## src/rtl/ml_vec_mac_pkg.sv

```systemverilog
// Shared definitions for the ml_vec_mac vector MAC: FSM states, register map
// and CTRL/STATUS bit positions.
package ml_vec_mac_pkg;

  typedef enum logic [1:0] {
    S_IDLE,
    S_RUN,
    S_DONE
  } state_t;

  localparam logic [7:0] ADDR_A      = 8'h00;
  localparam logic [7:0] ADDR_B      = 8'h40;
  localparam logic [7:0] ADDR_CTRL   = 8'h80;
  localparam logic [7:0] ADDR_STATUS = 8'h84;
  localparam logic [7:0] ADDR_RES_LO = 8'h88;
  localparam logic [7:0] ADDR_RES_HI = 8'h8C;

  localparam int unsigned CTRL_START   = 0;
  localparam int unsigned CTRL_ACCUM   = 1;
  localparam int unsigned CTRL_IE      = 2;
  localparam int unsigned CTRL_LEN_LSB = 8;
  localparam int unsigned CTRL_LEN_W   = 5;

  localparam int unsigned ST_BUSY = 0;
  localparam int unsigned ST_DONE = 1;
  localparam int unsigned ST_OVF  = 2;

endpackage

```

## src/rtl/ml_mac_unit.sv

```systemverilog
// Signed multiply-accumulate datapath: one registered product stage feeding a
// wrapping accumulator with sticky signed-overflow detection.
module ml_mac_unit #(
  parameter int unsigned DATA_W = 16,
  parameter int unsigned ACC_W  = 40
) (
  input  logic              clk,
  input  logic              rst,
  input  logic              start,
  input  logic              keep,
  input  logic              ovf_clr,
  input  logic              mul_en,
  input  logic [ACC_W-1:0]  init_val,
  input  logic [DATA_W-1:0] a,
  input  logic [DATA_W-1:0] b,
  output logic [ACC_W-1:0]  acc_nxt,
  output logic              ovf
);

  logic signed [2*DATA_W-1:0] a_ext, b_ext, prod;
  logic [ACC_W-1:0]           p_q, acc_q, sum;
  logic                       p_vld, step_ovf;

  assign a_ext = (2*DATA_W)'(signed'(a));
  assign b_ext = (2*DATA_W)'(signed'(b));
  assign prod  = a_ext * b_ext;

  assign sum      = acc_q + p_q;
  // Overflow: both addends share a sign that the wrapped sum does not.
  assign step_ovf = p_vld && (acc_q[ACC_W-1] == p_q[ACC_W-1]) &&
                    (sum[ACC_W-1] != acc_q[ACC_W-1]);
  assign acc_nxt  = p_vld ? sum : acc_q;

  always_ff @(posedge clk) begin
    if (rst) begin
      acc_q <= '0;
      p_q   <= '0;
      p_vld <= 1'b0;
      ovf   <= 1'b0;
    end else if (start) begin
      acc_q <= keep ? init_val : '0;
      p_q   <= '0;
      p_vld <= 1'b0;
      ovf   <= keep ? ovf : 1'b0;
    end else begin
      acc_q <= acc_nxt;
      p_vld <= mul_en;
      if (mul_en) p_q <= ACC_W'(prod);
      if (step_ovf)     ovf <= 1'b1;
      else if (ovf_clr) ovf <= 1'b0;
    end
  end

endmodule

```

## src/rtl/ml_vec_mac.sv

```systemverilog
// ml_vec_mac: memory-mapped signed vector dot-product engine with accumulate mode.
// Define ML_VEC_MAC_IRQ_EN to add the level completion interrupt (irq port, CTRL.IE).
module ml_vec_mac
  import ml_vec_mac_pkg::*;
#(
  parameter int unsigned VEC_LEN = 8,
  parameter int unsigned DATA_W  = 16,
  parameter int unsigned ACC_W   = 40
) (
  input  logic        clk,
  input  logic        rst,
  input  logic [7:0]  addr,
  input  logic [31:0] w_data,
  input  logic        w_en,
  input  logic        r_en,
  output logic [31:0] r_data
`ifdef ML_VEC_MAC_IRQ_EN
  ,
  output logic        irq
`endif
);

  localparam logic [4:0] VLEN5 = 5'(VEC_LEN);

  state_t             state, state_nxt;
  logic [DATA_W-1:0]  a_reg [VEC_LEN];
  logic [DATA_W-1:0]  b_reg [VEC_LEN];
  logic [DATA_W-1:0]  a_sel, b_sel;
  logic [4:0]         ctrl_len, len_eff, cnt;
  logic               ctrl_accum, ctrl_ie;
  logic [ACC_W-1:0]   result, acc_nxt;
  logic signed [63:0] res64;
  logic               ovf;
  logic [7:0]         word;
  logic               busy, wr_ctrl, wr_status, start_req, done_clr, ovf_clr;
  logic               mul_en, run_last;
  logic [31:0]        rd_val;
  logic               unused_bits;

  assign word      = {addr[7:2], 2'b00};
  assign busy      = (state == S_RUN);
  assign wr_ctrl   = w_en && (word == ADDR_CTRL);
  assign wr_status = w_en && (word == ADDR_STATUS);
  assign start_req = wr_ctrl && !busy && w_data[CTRL_START];
  assign done_clr  = wr_status && w_data[ST_DONE];
  assign ovf_clr   = wr_status && w_data[ST_OVF];
  assign len_eff   = (ctrl_len == '0 || ctrl_len > VLEN5) ? VLEN5 : ctrl_len;
  assign res64     = 64'(signed'(result));
  assign unused_bits = ^{addr[1:0], w_data};

  always_ff @(posedge clk) begin
    if (rst) state <= S_IDLE;
    else     state <= state_nxt;
  end

  // The product stage adds one edge, so the final accumulate lands on edge LEN+1.
  always_comb begin
    state_nxt = state;
    mul_en    = 1'b0;
    run_last  = 1'b0;
    case (state)
      S_IDLE: if (start_req) state_nxt = S_RUN;
      S_RUN: begin
        if (cnt == len_eff) begin
          state_nxt = S_DONE;
          run_last  = 1'b1;
        end else begin
          mul_en = 1'b1;
        end
      end
      S_DONE: begin
        if (start_req)     state_nxt = S_RUN;
        else if (done_clr) state_nxt = S_IDLE;
      end
      default: state_nxt = S_IDLE;
    endcase
  end

  always_comb begin
    a_sel = '0;
    b_sel = '0;
    for (int unsigned i = 0; i < VEC_LEN; i++) begin
      if (cnt == 5'(i)) begin
        a_sel = a_reg[i];
        b_sel = b_reg[i];
      end
    end
  end

  always_comb begin
    rd_val = '0;
    case (word)
      ADDR_CTRL: begin
        rd_val[CTRL_LEN_LSB +: CTRL_LEN_W] = ctrl_len;
        rd_val[CTRL_ACCUM]                 = ctrl_accum;
        rd_val[CTRL_IE]                    = ctrl_ie;
      end
      ADDR_STATUS: begin
        rd_val[ST_BUSY] = busy;
        rd_val[ST_DONE] = (state == S_DONE);
        rd_val[ST_OVF]  = ovf;
      end
      ADDR_RES_LO: rd_val = res64[31:0];
      ADDR_RES_HI: rd_val = res64[63:32];
      default: begin
        for (int unsigned i = 0; i < VEC_LEN; i++) begin
          if (word == ADDR_A + 8'(4 * i)) rd_val = 32'(signed'(a_reg[i]));
          if (word == ADDR_B + 8'(4 * i)) rd_val = 32'(signed'(b_reg[i]));
        end
      end
    endcase
  end

  always_ff @(posedge clk) begin
    if (rst) begin
      for (int unsigned i = 0; i < VEC_LEN; i++) begin
        a_reg[i] <= '0;
        b_reg[i] <= '0;
      end
      ctrl_len   <= '0;
      ctrl_accum <= 1'b0;
      cnt        <= '0;
      result     <= '0;
      r_data     <= '0;
    end else begin
      if (w_en && !busy) begin
        for (int unsigned i = 0; i < VEC_LEN; i++) begin
          if (word == ADDR_A + 8'(4 * i)) a_reg[i] <= w_data[DATA_W-1:0];
          if (word == ADDR_B + 8'(4 * i)) b_reg[i] <= w_data[DATA_W-1:0];
        end
        if (wr_ctrl) begin
          ctrl_len   <= w_data[CTRL_LEN_LSB +: CTRL_LEN_W];
          ctrl_accum <= w_data[CTRL_ACCUM];
        end
      end
      if (start_req)   cnt <= '0;
      else if (mul_en) cnt <= cnt + 5'd1;
      // RESULT is a shadow of the accumulator, refreshed only on completion.
      if (run_last) result <= acc_nxt;
      if (r_en)     r_data <= rd_val;
    end
  end

`ifdef ML_VEC_MAC_IRQ_EN
  always_ff @(posedge clk) begin
    if (rst) begin
      ctrl_ie <= 1'b0;
      irq     <= 1'b0;
    end else begin
      if (wr_ctrl && !busy) ctrl_ie <= w_data[CTRL_IE];
      irq <= (state == S_DONE) && ctrl_ie;
    end
  end
`else
  assign ctrl_ie = 1'b0;
`endif

  ml_mac_unit #(
    .DATA_W(DATA_W),
    .ACC_W (ACC_W)
  ) u_mac (
    .clk     (clk),
    .rst     (rst),
    .start   (start_req),
    .keep    (w_data[CTRL_ACCUM]),
    .ovf_clr (ovf_clr),
    .mul_en  (mul_en),
    .init_val(result),
    .a       (a_sel),
    .b       (b_sel),
    .acc_nxt (acc_nxt),
    .ovf     (ovf)
  );

endmodule

```

## config.mk

```make
export PLATFORM = sky130hd
export DESIGN_NAME = ml_vec_mac
export DESIGN_NICKNAME = d
export VERILOG_FILES = /design/src/rtl/ml_vec_mac_pkg.sv /design/src/rtl/ml_mac_unit.sv /design/src/rtl/ml_vec_mac.sv
export SDC_FILE = /design/constraint.sdc
export NUM_CORES = 2
export LEC_CHECK = 0
export BUFFER_PORTS_ARGS = -buffer_cell sky130_fd_sc_hd__buf_4
export CAP_MARGIN = 20
export CORE_MARGIN = 3
export CORE_UTILIZATION = 25
export CTS_CLUSTER_DIAMETER = 120
export DETAILED_ROUTE_END_ITERATION = 7
export PLACE_DENSITY = 0.4
export SKIP_CTS_REPAIR_TIMING = 1
export SLEW_MARGIN = 20
export SYNTH_ARGS = -nofsm -noshare
export SYNTH_HDL_FRONTEND = slang
export SYNTH_HIERARCHICAL = 1
export SYNTH_SLANG_ARGS = --single-unit
```

## constraint.sdc

```tcl
create_clock -name clk -period 15.68 [get_ports clk]
set_input_delay 1.568 -clock clk [delete_from_list [all_inputs] [get_ports clk]]
set_output_delay 1.568 -clock clk [all_outputs]
set_load 0.01 [all_outputs]
```

==> run metrics <==
status finished clean; worst reg2reg setup slack 5.54 ns; Top FF cell, synth edfxtp_1; Congestion Overflow GR 0; # port buffers 57; crit end category flip-flop; synthesized area 31700 um^2; dpl hpwl 83800 um; CP Class reg2reg; WHS Path Cells 2; Arrival @ worst endpoint 10.66 ns; max frequency 98.6 MHz; GPL Wtd Cong 0.835; largest net degree at the start of global routing 53; post-synth top area share 24.3%; Final min period 10.14 ns; worst skew pair latency 0.63 ns; RSZ-0062 raised after global routing no; Crit path required time 16.20 ns; clk slew on worst S/H paths 0.06 ns; post-route setup TNS 0 ns; TritonCTS Buffers 47; Global Route Usage Sum 17.5%; chip width 362 um; vias per cell 5.00; FP Rows 129; crit start category flip-flop; CTS tree done; CTS sink count 415; Clock Tree Buf Depth 3; Comb pwr share 40.7%; PwrDens 112 nW/um^2; Switching Fraction 39.2%; P_leak 14.4 nW; antenna-violating nets left 0; antenna violations before repair 4; most frequent cells in the layout nor2_1 (411), inv_1 (332), fa_1 (263); H-tree depth 2; Final #Nets 3699; MaxCap Viol Count 0; part of the Yosys area used for sequential elements 34.3%; Internal Pwr Total 2.42 mW; most common cell after layout, fill and taps aside nor2_1; cells on worst reg2reg path 28; I/O pin cnt 76; largest area contributor in the netlist edfxtp_1; post-synthesis cell count 3286; FF-to-FF End u_mac/p_q[31]$_SDFFE_PP0P_; Worst path max stage delay 0.86 ns; synthesis-to-finish area growth 12.1%; Layout Cells excl Fill 4945; Slew Viols, Final 0; final wirelength 117000 um; Post-synth EDFFs 256; endpoints failing hold 0; Sw Pwr 1.56 mW; filler instances 13200; flops & latches, synth 415; hold crit path type reg2reg; layout cell share with drive strength beyond 1 8.77%; # placed instances 4855; Final Cycle Share 64.7%; die area 131000 um^2; Unique masters post-synth 92; Sequential Power Share 30.7%; Clock Skews 0.0266 ns; Clock Power Share 28.5%; syn_area_per_cell 9.64 um^2; Starting DRT DRC Count 1813; Initial Utilization 25.4%; first-pass GRT wire length 172000 um; RR Startpoint cnt[4]$_SDFFE_PP0P_; drt pass-1 iters 6; Post-route DRC 0; max_slew headroom 24.1%; slowest library cell on the worst path nand3_1; Area contributors post-synth edfxtp_1 (24%), fa_1 (17%), dfxtp_1 (10%); worst ir drop on vdd 0.100 mV; Post-Syn Nets 3718; clock root cell clkbuf_16; hold path endpoint ctrl_accum$_SDFFE_PP0P_; hold path startpoint ctrl_accum$_SDFFE_PP0P_; Core ar. 125000 um^2; Vert. Die Dim 362 um; number of global-route vias before repair 25000; WL per Instance 23.6 um; Worst path most repeated cell fa_1; crit-path max FO 35; via count 24700; Setup Viol. Count Final 0; yosys warns 6; Worst Tran Pin Value 1.14 ns; Async SR Flop Fraction 0%
## how the worst max path moves through the flow
stage / endpoint / depth (start not counted) / startpoint / slack [ns]
floorplan: u_mac/p_q[31]$_SDFFE_PP0P_ / 29 / cnt[4]$_SDFFE_PP0P_ / 7.75
global placement: u_mac/p_q[31]$_SDFFE_PP0P_ / 28 / cnt[4]$_SDFFE_PP0P_ / 5.49
detailed placement: u_mac/p_q[31]$_SDFFE_PP0P_ / 28 / cnt[4]$_SDFFE_PP0P_ / 5.52
CTS: u_mac/p_q[31]$_SDFFE_PP0P_ / 28 / cnt[4]$_SDFFE_PP0P_ / 5.46
global route: u_mac/p_q[31]$_SDFFE_PP0P_ / 29 / cnt[1]$_SDFFE_PP0P_ / 5.08
finish: u_mac/p_q[31]$_SDFFE_PP0P_ / 28 / cnt[4]$_SDFFE_PP0P_ / 5.54
## layer usage
| metal | global-route usage [%] | share of wire (%) |
|---|---|---|
| met2 | 27.8 | 46 |
| met5 | 0 | 0 |
| met3 | 2.04 | 4.0 |
| met4 | 4.89 | 2.7 |
| met1 | 25.1 | 48 |
## stage by stage
step	power, mW	cell area, um^2	hold WS [ns]	utilization [%]	setup slack [ns]
2_1_floorplan	2.29	31700	0.433	-	7.75
3_3_place_gp	2.89	34000	0.450	27.3	5.49
3_5_place_dp	2.89	34000	0.455	27.3	5.52
4_1_cts	4.03	35500	0.465	28.5	5.46
5_1_grt	4.25	35500	0.492	28.5	5.08
6_report	3.97	35500	0.466	28.5	5.54
## cell families after synthesis
logic type      synth area share, %
buf+inv                        6.63
xor+xnor                       1.96
simple gates                   16.6
flops                          34.3
compound gates                 14.2
fa+ha+maj                      21.6
mux                            4.77
## cells in the mapped netlist (9+ instances only)
master and count:
a22oi_1 22, xnor2_1 48, clkbuf_1 167, mux2i_1 100, ha_1 125, a22o_1 34
o211ai_1 13, a21oi_1 104, a21o_1 42, a31oi_1 14, nand2b_1 41, xor2_1 23
nand3_1 98, nor2b_1 14, dfxtp_1 159, fa_1 263, nand2_1 262, o2bb2ai_1 10
o21a_1 13, nand4_1 9, a221oi_1 42, o21ai_1 26, nor3_1 65, edfxtp_1 256
and2_1 138, nor2_1 416, o22ai_1 31, or3_1 12, buf_2 28, o21ai_0 51
mux2_2 32, nor4_1 14, o221ai_1 42, a211oi_2 11, inv_1 333, a221o_1 38
a211oi_1 34, o21bai_1 13
## critical path: cells and delay by family (launching register included)
family	cells	cell delay, ns
muxes	1	0.31
and+or+nand+nor	7	2.74
AOI/OAI and AO/OA	7	2.07
adders and majority gates	7	3.33
buffers and inverters	6	1.11
DFF	1	0.42
## area by class of cell
cell class                 instances  area (um^2)  share of cell area (%)
timing repair buffer             138         1040                    2.92
inverter                         334         1250                    3.53
clock inverter                    21          218                   0.613
clock buffer                      66         1290                    3.63
multi-input combinational       2331        18800                    52.9
sequential                       415        10900                    30.6
tap                             1637         2050                    5.77
antenna                            3         7.51                  0.0211
## power groups by stage
| stage | clock (mW) | sequential (mW) | combinational, mW |
|---|---|---|---|
| floorplan | 0 | 1.23 | 1.06 |
| finish | 1.13 | 1.22 | 1.62 |
| detailed placement | 0 | 1.24 | 1.65 |
| global placement | 0 | 1.24 | 1.65 |
| CTS | 1.16 | 1.22 | 1.65 |
| global route | 1.20 | 1.22 | 1.82 |
No activity file was read; power rests on OpenSTA's default activity.
